==> config.mk <==
export PLATFORM = sky130hd
export DESIGN_NAME = xgmii_tx_width_adapter
export DESIGN_NICKNAME = d
export VERILOG_FILES = /design/src/rtl/xgmii_pkg.sv /design/src/rtl/xgmii_word_fifo.sv /design/src/rtl/xgmii_tx_width_adapter.sv
export SDC_FILE = /design/constraint.sdc
export NUM_CORES = 1
export LEC_CHECK = 0
export CORE_MARGIN = 2
export CORE_UTILIZATION = 54
export CTS_CLUSTER_SIZE = 16
export DETAILED_ROUTE_END_ITERATION = 10
export PLACE_DENSITY = 0.76
export SYNTH_ARGS = -nofsm -noshare
export SYNTH_HDL_FRONTEND = slang
export SYNTH_SLANG_ARGS = --single-unit
export TNS_END_PERCENT = 1
==> constraint.sdc <==
create_clock -name i_clk -period 7.7 [get_ports i_clk]
set_input_delay 1.54 -clock i_clk [delete_from_list [all_inputs] [get_ports i_clk]]
set_output_delay 1.54 -clock i_clk [all_outputs]
set_load 0.02 [all_outputs]
==> src/rtl/xgmii_pkg.sv <==
// Shared XGMII character constants, the buffered word type and a lane-fill helper
// for the TX width adapter.
package xgmii_pkg;

  localparam logic [7:0] XGMII_IDLE  = 8'h07;
  localparam logic [7:0] XGMII_START = 8'hFB;
  localparam logic [7:0] XGMII_TERM  = 8'hFD;
  localparam logic [7:0] XGMII_ERROR = 8'hFE;

  typedef struct packed {
    logic [7:0]  ctrl;
    logic [63:0] data;
  } xgmii_word_t;

  // Places one control character in each of the lowest n_lanes byte lanes; upper lanes stay zero.
  function automatic logic [63:0] replicate_ctrl(input logic [7:0] ch, input int n_lanes);
    logic [63:0] w;
    w = '0;
    for (int i = 0; i < 8; i++) begin
      if (i < n_lanes) w[i*8 +: 8] = ch;
    end
    return w;
  endfunction

endpackage

==> src/rtl/xgmii_word_fifo.sv <==
// Synchronous first-word-fall-through FIFO holding packed XGMII words.
// Writes are ignored when full and reads are ignored when empty.
module xgmii_word_fifo #(
  parameter int DEPTH = 8,
  parameter int WIDTH = 72
) (
  input  logic                     i_clk,
  input  logic                     i_reset_n,
  input  logic                     wr_en,
  input  logic [WIDTH-1:0]         wr_data,
  input  logic                     rd_en,
  output logic [WIDTH-1:0]         rd_data,
  output logic                     full,
  output logic                     empty,
  output logic [$clog2(DEPTH):0]   level
);

  localparam int AW = $clog2(DEPTH);

  logic [WIDTH-1:0] mem [DEPTH];
  logic [AW:0]      wr_ptr;
  logic [AW:0]      rd_ptr;
  logic             do_wr;
  logic             do_rd;

  // Pointers carry one wrap bit so full and empty are distinguishable without a counter.
  assign do_wr   = wr_en && !full;
  assign do_rd   = rd_en && !empty;
  assign empty   = (wr_ptr == rd_ptr);
  assign full    = (wr_ptr[AW] != rd_ptr[AW]) && (wr_ptr[AW-1:0] == rd_ptr[AW-1:0]);
  assign level   = wr_ptr - rd_ptr;
  assign rd_data = mem[rd_ptr[AW-1:0]];

  always_ff @(posedge i_clk or negedge i_reset_n) begin
    if (!i_reset_n) begin
      wr_ptr <= '0;
      rd_ptr <= '0;
    end else begin
      if (do_wr) wr_ptr <= wr_ptr + 1'b1;
      if (do_rd) rd_ptr <= rd_ptr + 1'b1;
    end
  end

  always_ff @(posedge i_clk) begin
    if (do_wr) mem[wr_ptr[AW-1:0]] <= wr_data;
  end

endmodule

==> src/rtl/xgmii_tx_width_adapter.sv <==
// Buffers 64-bit MAC TX words and replays them to the PCS as 32- or 64-bit slots,
// filling gaps with idle and closing underrun frames with an error column.
module xgmii_tx_width_adapter
  import xgmii_pkg::*;
#(
  parameter int OUT_WIDTH  = 32,
  parameter int FIFO_DEPTH = 8,
  parameter int IDLE_FILL  = 1
) (
  input  logic                          i_clk,
  input  logic                          i_reset_n,
  input  logic [63:0]                   s_txd,
  input  logic [7:0]                    s_txc,
  input  logic                          s_valid,
  output logic                          s_ready,
  output logic [OUT_WIDTH-1:0]          o_xgmii_txd,
  output logic [OUT_WIDTH/8-1:0]        o_xgmii_txc,
  output logic                          o_xgmii_valid,
  input  logic                          i_xgmii_pause,
  output logic [$clog2(FIFO_DEPTH):0]   o_fifo_level,
  output logic                          o_underrun
);

  localparam int                   CW        = OUT_WIDTH / 8;
  localparam logic [63:0]          IDLE_WORD = replicate_ctrl(XGMII_IDLE, CW);
  localparam logic [63:0]          ERR_WORD  = replicate_ctrl(XGMII_ERROR, CW);
  localparam logic [OUT_WIDTH-1:0] IDLE_SLOT = IDLE_WORD[OUT_WIDTH-1:0];
  localparam logic [OUT_WIDTH-1:0] ERR_SLOT  = ERR_WORD[OUT_WIDTH-1:0];

  xgmii_word_t          wr_word;
  xgmii_word_t          head;
  logic                 fifo_full;
  logic                 fifo_empty;
  logic                 pop;
  logic                 advance;
  logic                 half_sel;
  logic                 in_frame;
  logic [OUT_WIDTH-1:0] slot_txd;
  logic [CW-1:0]        slot_txc;
  logic [OUT_WIDTH-1:0] nxt_txd;
  logic [CW-1:0]        nxt_txc;
  logic                 nxt_valid;
  logic                 nxt_half;
  logic                 nxt_in_frame;
  logic                 nxt_underrun;

  assign wr_word = '{ctrl: s_txc, data: s_txd};
  assign s_ready = !fifo_full;
  assign advance = !i_xgmii_pause || !o_xgmii_valid;

  xgmii_word_fifo #(
    .DEPTH (FIFO_DEPTH),
    .WIDTH (72)
  ) u_fifo (
    .i_clk     (i_clk),
    .i_reset_n (i_reset_n),
    .wr_en     (s_valid),
    .wr_data   (wr_word),
    .rd_en     (pop),
    .rd_data   (head),
    .full      (fifo_full),
    .empty     (fifo_empty),
    .level     (o_fifo_level)
  );

  // In narrow mode the head word is split into a low-lane slot and a high-lane slot.
  generate
    if (OUT_WIDTH == 32) begin : g_half
      assign slot_txd = half_sel ? head.data[63:32] : head.data[31:0];
      assign slot_txc = half_sel ? head.ctrl[7:4]   : head.ctrl[3:0];
    end else begin : g_full
      assign slot_txd = head.data;
      assign slot_txc = head.ctrl;
    end
  endgenerate

  // The head word is only popped once its last slot has been loaded, so the
  // FIFO can never run dry between the two halves of a word.
  always_comb begin
    nxt_txd      = o_xgmii_txd;
    nxt_txc      = o_xgmii_txc;
    nxt_valid    = o_xgmii_valid;
    nxt_half     = half_sel;
    nxt_in_frame = in_frame;
    nxt_underrun = 1'b0;
    pop          = 1'b0;
    if (advance) begin
      if (!fifo_empty) begin
        nxt_txd   = slot_txd;
        nxt_txc   = slot_txc;
        nxt_valid = 1'b1;
        if (OUT_WIDTH == 32) begin
          pop      = half_sel;
          nxt_half = !half_sel;
        end else begin
          pop = 1'b1;
        end
        for (int i = 0; i < CW; i++) begin
          if (slot_txc[i]) begin
            if (slot_txd[i*8 +: 8] == XGMII_START) nxt_in_frame = 1'b1;
            else if (slot_txd[i*8 +: 8] == XGMII_TERM) nxt_in_frame = 1'b0;
          end
        end
      end else if (in_frame) begin
        nxt_txd      = ERR_SLOT;
        nxt_txc      = '1;
        nxt_valid    = 1'b1;
        nxt_underrun = 1'b1;
        nxt_in_frame = 1'b0;
      end else begin
        nxt_txd   = IDLE_SLOT;
        nxt_txc   = '1;
        nxt_valid = (IDLE_FILL != 0);
      end
    end
  end

  always_ff @(posedge i_clk or negedge i_reset_n) begin
    if (!i_reset_n) begin
      o_xgmii_txd   <= IDLE_SLOT;
      o_xgmii_txc   <= '1;
      o_xgmii_valid <= 1'b0;
      o_underrun    <= 1'b0;
      half_sel      <= 1'b0;
      in_frame      <= 1'b0;
    end else begin
      o_xgmii_txd   <= nxt_txd;
      o_xgmii_txc   <= nxt_txc;
      o_xgmii_valid <= nxt_valid;
      o_underrun    <= nxt_underrun;
      half_sel      <= nxt_half;
      in_frame      <= nxt_in_frame;
    end
  end

endmodule
==> results of run 1 <==
==> stage by stage <==
step | total power, mW | util [%] | instances | instance area [um2] | hold slack (ns)
after floorplan | 7.23 | - | 1100 | 24200 | 0.460
after global placement | 8.30 | 58.6 | 1772 | 25900 | 0.474
after detailed placement | 8.37 | 58.6 | 1772 | 25900 | 0.490
after CTS | 11.2 | 62.9 | 1881 | 27800 | 0.501
after global routing | 11.6 | 62.9 | 1881 | 27800 | 0.514
final | 11.1 | 62.9 | 1882 | 27800 | 0.501
==> registers in the layout (all words and copies together) (netlist names) <==
signal / count
u_fifo.mem: 576
o_xgmii_txd: 32
o_xgmii_txc: 4
u_fifo.rd_ptr: 4
u_fifo.wr_ptr: 4
half_sel: 1
in_frame: 1
o_underrun: 1
o_xgmii_valid: 1
==> power groups by stage <==
stage | logic, mW | clock network (mW) | registers (mW)
final | 3.65 | 2.82 | 4.66
after global placement | 3.61 | 0 | 4.69
after detailed placement | 3.64 | 0 | 4.72
after global routing | 3.90 | 2.98 | 4.71
after CTS | 3.68 | 2.86 | 4.66
after floorplan | 2.47 | 0 | 4.75
==> layer usage <==
layer  share of wire (%)  up-vias  global-route usage, %
met5               0.022        -                      0
met4                 2.5        2                   6.92
met3                 7.3       88                   4.57
met2                  49      536                   35.0
met1                  42     6059                   32.1
li1                    -     4897                      -
==> cell families after synthesis <==
kind of cell / after synthesis / share of synthesized area (%)
AND/OR/NAND/NOR: 102 / 1.95
XOR/XNOR: 9 / 0.326
AO/OA/AOI/OAI: 107 / 2.83
other: 1 / 0.0155
multiplexers: 180 / 16.0
flip-flops: 624 / 76.5
adder cells (fa/ha/maj): 6 / 0.341
buffers and inverters: 71 / 2.07
==> Yosys cell counts (8+ instances only) <==
library cell / instances
dfstp_2: 16
nor2_1: 51
buf_6: 12
buf_2: 14
nand2_1: 21
dfrtp_1: 32
nand3_1: 8
clkbuf_1: 20
mux2i_1: 20
a21oi_1: 55
inv_1: 12
mux4_2: 131
edfxtp_1: 576
a22oi_1: 17
mux4_1: 26
==> worst reg2reg max path: cells and delay by family, from the launching register on <==
family	cells	cell delay, ns
buffers and inverters	2	1.43
AOI/OAI and AO/OA	4	1.00
and+or+nand+nor	1	0.08
muxes	2	1.04
DFF	1	0.82
==> worst max-delay path by stage <==
stage                         to  slack, ns  cells after the start
2_1_floorplan   u_fifo.mem[1][0]       0.02                      9
3_3_place_gp            in_frame       3.30                      9
3_5_place_dp   u_fifo.mem[2][60]       3.23                      4
4_1_cts          o_fifo_level[3]       3.06                      6
5_1_grt          o_fifo_level[3]       2.94                      6
6_report         o_fifo_level[3]       3.08                      6
==> area by class of cell <==
type | instances | area (um2)
inverters | 14 | 52.6
repair buffers | 137 | 1330
flip-flops and latches | 624 | 18500
fillers | 2924 | 16400
multi-input cells | 405 | 5260
clock buffers | 81 | 1650
clock inverters | 28 | 246
diodes | 1 | 2.50
well taps | 592 | 741
==> flow_summary.toml, run 1 <==
[placement]
io_buffers = 118
hpwl_um = 27900
routabilityCongestion = 0.802
post-place-ws_ns = 3.23

[sta]
period_share_pct = 60.0
fmax_mhz = 216
tns_ns = 0
hold_viol_final = 0
finalWorstSetupSlack_ns = 3.08
min_period_ns = 4.62
finalSetupViolCount = 0
skew_ns = 0.0232
rsz0062_at_grt = "no"
drv_slew = 0
worst_slew_pin_slew_ns = 1.28
relSlewSlack_pct = 14.4

[worst_setup_path]
crit_chain = "inv_1, ha_1, a21o_1, a21oi_1, xor2_1, clkdlybuf4s50_1"
end_kind = "primary output"
r2r-end = "in_frame"
r2r_slack_ns = 3.23
cp-startpoint = "u_fifo.rd_ptr[1]"
cp_top_family = "flip-flops"
arrival_ns = 3.08
critical_path_class = "reg2out"
worstSetupStartpointType = "register"
r2r-start = "u_fifo.rd_ptr[1]"
worst-path-buf-inv = 2
slowest_stage = "dfrtp_4"
cp_max_fo = 39
critPathMaxStageDelay_ns = 0.82
reg2regPathDepth = 9
cp.required_ns = 6.16

[global_route]
antenna_found_initial = 2
grt_pass1_wl_um = 76300
grt_max_degree = 115
grt_overflow = 0
grt.total_usage_pct = 22.3
first_global_vias = 11900

[yosys]
synth_edf_count = 576
synth_area_um2 = 24200
synthArstFlopShare_pct = 7.69
synth_warnings = 0
synth_cells = 1100
ys_types = 55
syn_area_per_cell_um2 = 22.0
ys_ff_latch = 624
synth_fp_nets = 1182
synth_top_area_cell = "edfxtp_1"
ys.flop_type = "edfxtp_1"
synth.area.top_cells = "edfxtp_1, mux4_2, dfrtp_1"
seq_area_frac_synth_pct = 76.5
netlist.area_leader.share_pct = 71.4

[detailed_routing]
vias = 11600
postRouteAntennaNets = 0
drtIter0Drc = 1283
drc = 0
detail_route.wirelength_um = 50700
dr.pass1.iters = 6
drt-vias-per-instance = 6.15
wl_per_cell_um = 26.9

[power]
p_leak_nw = 9.04
p_clk_share_pct = 25.3
p_sw_mw = 3.52
vdd_drop_max_v = 0.000400
switching_share_pct = 31.6
power_frac_seq_pct = 41.9
intPower_mw = 7.62
p_per_area_nw_per_um2 = 400
p_comb_share_pct = 32.8

[floorplanning]
rows = 77
dieWidth_um = 216
dieHeight_um = 216
dieArea_um2 = 46500
start_util_pct = 54.7
core_um2 = 44200
num_io_pins = 119

[clock_network]
cts_resized = 0
root_buffer = "clkbuf_16"
h-tree-depth = 2
cts_tree = "done"
clock-sinks = 624
ctsHoldBuffers = 0
post_cts_buffers = 0
clk_pin_slew_ns = 0.07
cts_buffer_depth = 3
worstSkewPairLatency_ns = 0.61
cts_made_buffers = 58

[layout]
layout_common_cells = "edfxtp_1, mux4_2, clkdlybuf4s50_1"
mostFrequentLayoutCell = "edfxtp_1"
synthToLayoutAreaGrowth_pct = 14.9
fin_nets = 1322
drive_gt1_share_pct = 21.3

[worst_hold_path]
holdPathStages = 1
holdCritPathClass = "reg2reg"
min_to = "u_fifo.wr_ptr[3]"
min_from = "u_fifo.wr_ptr[3]"

[run_status]
status = "finished, final reports clean"

[job]
maxCapViolations = 0
Power figures use the tool's default switching activity.
==> run 2, diff against run 1 <==
Clock period 7.7 ns to 3.93 ns, I/O delays scaled along.
==> run 2 against run 1 <==
  * Design area grew 1.7%
  * Sequential share of layout area shrank 1.1 points
  * Clock power grew 99%
  * Clock skew shrank 0.0024 ns
  * Non-clock buffer count grew 24
  * Critical endpoint unchanged
  * Largest power group unchanged
==> flow_summary.toml, run 2 (same netlist as run 1, synthesis figures left out) <==
[sta]
drv_slew = 0
rsz0062_at_grt = "no"
holdWs_ns = 0.155
skew_ns = 0.0209
min_period_ns = 3.77
period_share_pct = 96.0
relSlewSlack_pct = 39.8
worst_slew_pin_slew_ns = 0.900
fmax_mhz = 265
finalWorstSetupSlack_ns = 0.156
finalSetupViolCount = 0
hold_viol_final = 0
tns_ns = 0

[worst_setup_path]
critical_path_class = "reg2out"
r2r_slack_ns = 0.50
worstSetupEndpoint = "o_fifo_level[3]"
critPathMaxStageDelay_ns = 0.63
r2r-end = "in_frame"
worstSetupStartpointType = "register"
r2r-start = "u_fifo.rd_ptr[0]"
slowest_stage = "clkdlybuf4s50_1"
cp-startpoint = "u_fifo.rd_ptr[0]"
cp.depth = 7
cp.required_ns = 3.14
arrival_ns = 2.99
cp_top_family = "buffers and inverters"
cp_max_fo = 32
reg2regPathDepth = 10
crit_chain = "buf_12, ha_1, inv_1, a21o_1, a21oi_1, xor2_1, clkdlybuf4s50_1"
end_kind = "primary output"
worst-path-buf-inv = 3

[layout]
largest_register_ffs = 576
synthToLayoutAreaGrowth_pct = 16.8
drive_gt1_share_pct = 23.5
layout_common_cells = "edfxtp_1, mux4_2, clkdlybuf4s50_1"
mostFrequentLayoutCell = "edfxtp_1"
fin_nets = 1347
n_fill_cell = 2822

[floorplanning]
dieWidth_um = 216
start_util_pct = 54.7
num_io_pins = 119
core_um2 = 44200
dieHeight_um = 216
rows = 77
dieArea_um2 = 46500

[detailed_routing]
postRouteAntennaNets = 0
dr.pass1.iters = 7
vias = 11800
drtIter0Drc = 1302
wl_per_cell_um = 27.0
drc = 0
detail_route.wirelength_um = 51500
drt-vias-per-instance = 6.16

[placement]
routabilityCongestion = 0.814
io_buffers = 118
post-place-ws_ns = 0.567
hpwl_um = 30100

[clock_network]
clk_pin_slew_ns = 0.06
clock-sinks = 624
ctsHoldBuffers = 0
post_cts_buffers = 0
cts_buffer_depth = 3
cts_made_buffers = 59
h-tree-depth = 2
cts_resized = 0
cts_tree = "done"
worstSkewPairLatency_ns = 0.62
root_buffer = "clkbuf_16"

[power]
p_leak_nw = 9.24
vdd_drop_max_v = 0.000736
total_power_mw = 22.3
p_per_area_nw_per_um2 = 788

[global_route]
grt_pass1_wl_um = 78000
first_global_vias = 12400
grt_overflow = 0
grt.total_usage_pct = 22.8
antenna_found_initial = 5
grt_max_degree = 73

[job]
maxCapViolations = 0

[worst_hold_path]
holdCritPathClass = "in2async"

[run_status]
status = "finished, final reports clean"
## run 2: changes by cell type in the layout (fill, tap and decap cells not counted), sizes merged
cell      previous run  this run
bufinv               4         6
buf                 20        44
clkbuf              81        71
inv                 14        17
diode                1         2
clkinvlp             3         8
clkinv              21        24
## run 2: cell type report
| type | count | area (um2) | share of cell area (%) |
|---|---|---|---|
| antenna | 2 | 5.00 | 0.0177 |
| clock buffer | 71 | 1560 | 5.52 |
| clock inverter | 41 | 380 | 1.35 |
| inverter | 14 | 52.6 | 0.186 |
| multi-input combinational | 405 | 5280 | 18.7 |
| sequential | 624 | 18500 | 65.5 |
| tap | 592 | 741 | 2.62 |
| timing repair buffer | 161 | 1740 | 6.14 |
## run 2: routing by layer
layer  vias to the layer above  part of all wire (%)  GRT usage, %
met5                         -                 0.074             0
met4                         6                   2.3          6.78
met3                       108                   9.0          5.06
met2                       563                    48          35.9
met1                      6134                    40          32.3
li1                       4956                     -             -
## run 2: metrics by stage
stage / instance area, um2 / utilization (%) / instances
final: 28300 / 64.0 / 1910
after CTS: 28300 / 63.9 / 1907
after floorplan: 24300 / - / 1100
after global routing: 28300 / 63.9 / 1908
after global placement: 26300 / 59.5 / 1795
after detailed placement: 26300 / 59.5 / 1795
## run 2: how the worst min path moves through the flow
stage                     start          endpoint
4_1_cts               i_reset_n   o_xgmii_txd[22]
6_report              i_reset_n   o_xgmii_txd[22]
3_5_place_dp   u_fifo.wr_ptr[3]  u_fifo.wr_ptr[3]
2_1_floorplan  u_fifo.wr_ptr[3]  u_fifo.wr_ptr[3]
5_1_grt               i_reset_n   o_xgmii_txd[22]
3_3_place_gp   u_fifo.wr_ptr[3]  u_fifo.wr_ptr[3]
## run 2: where the power goes
group | switching (mW) | internal (mW)
registers | 0.593 | 8.59
clock network | 2.39 | 3.23
logic | 4.09 | 3.40
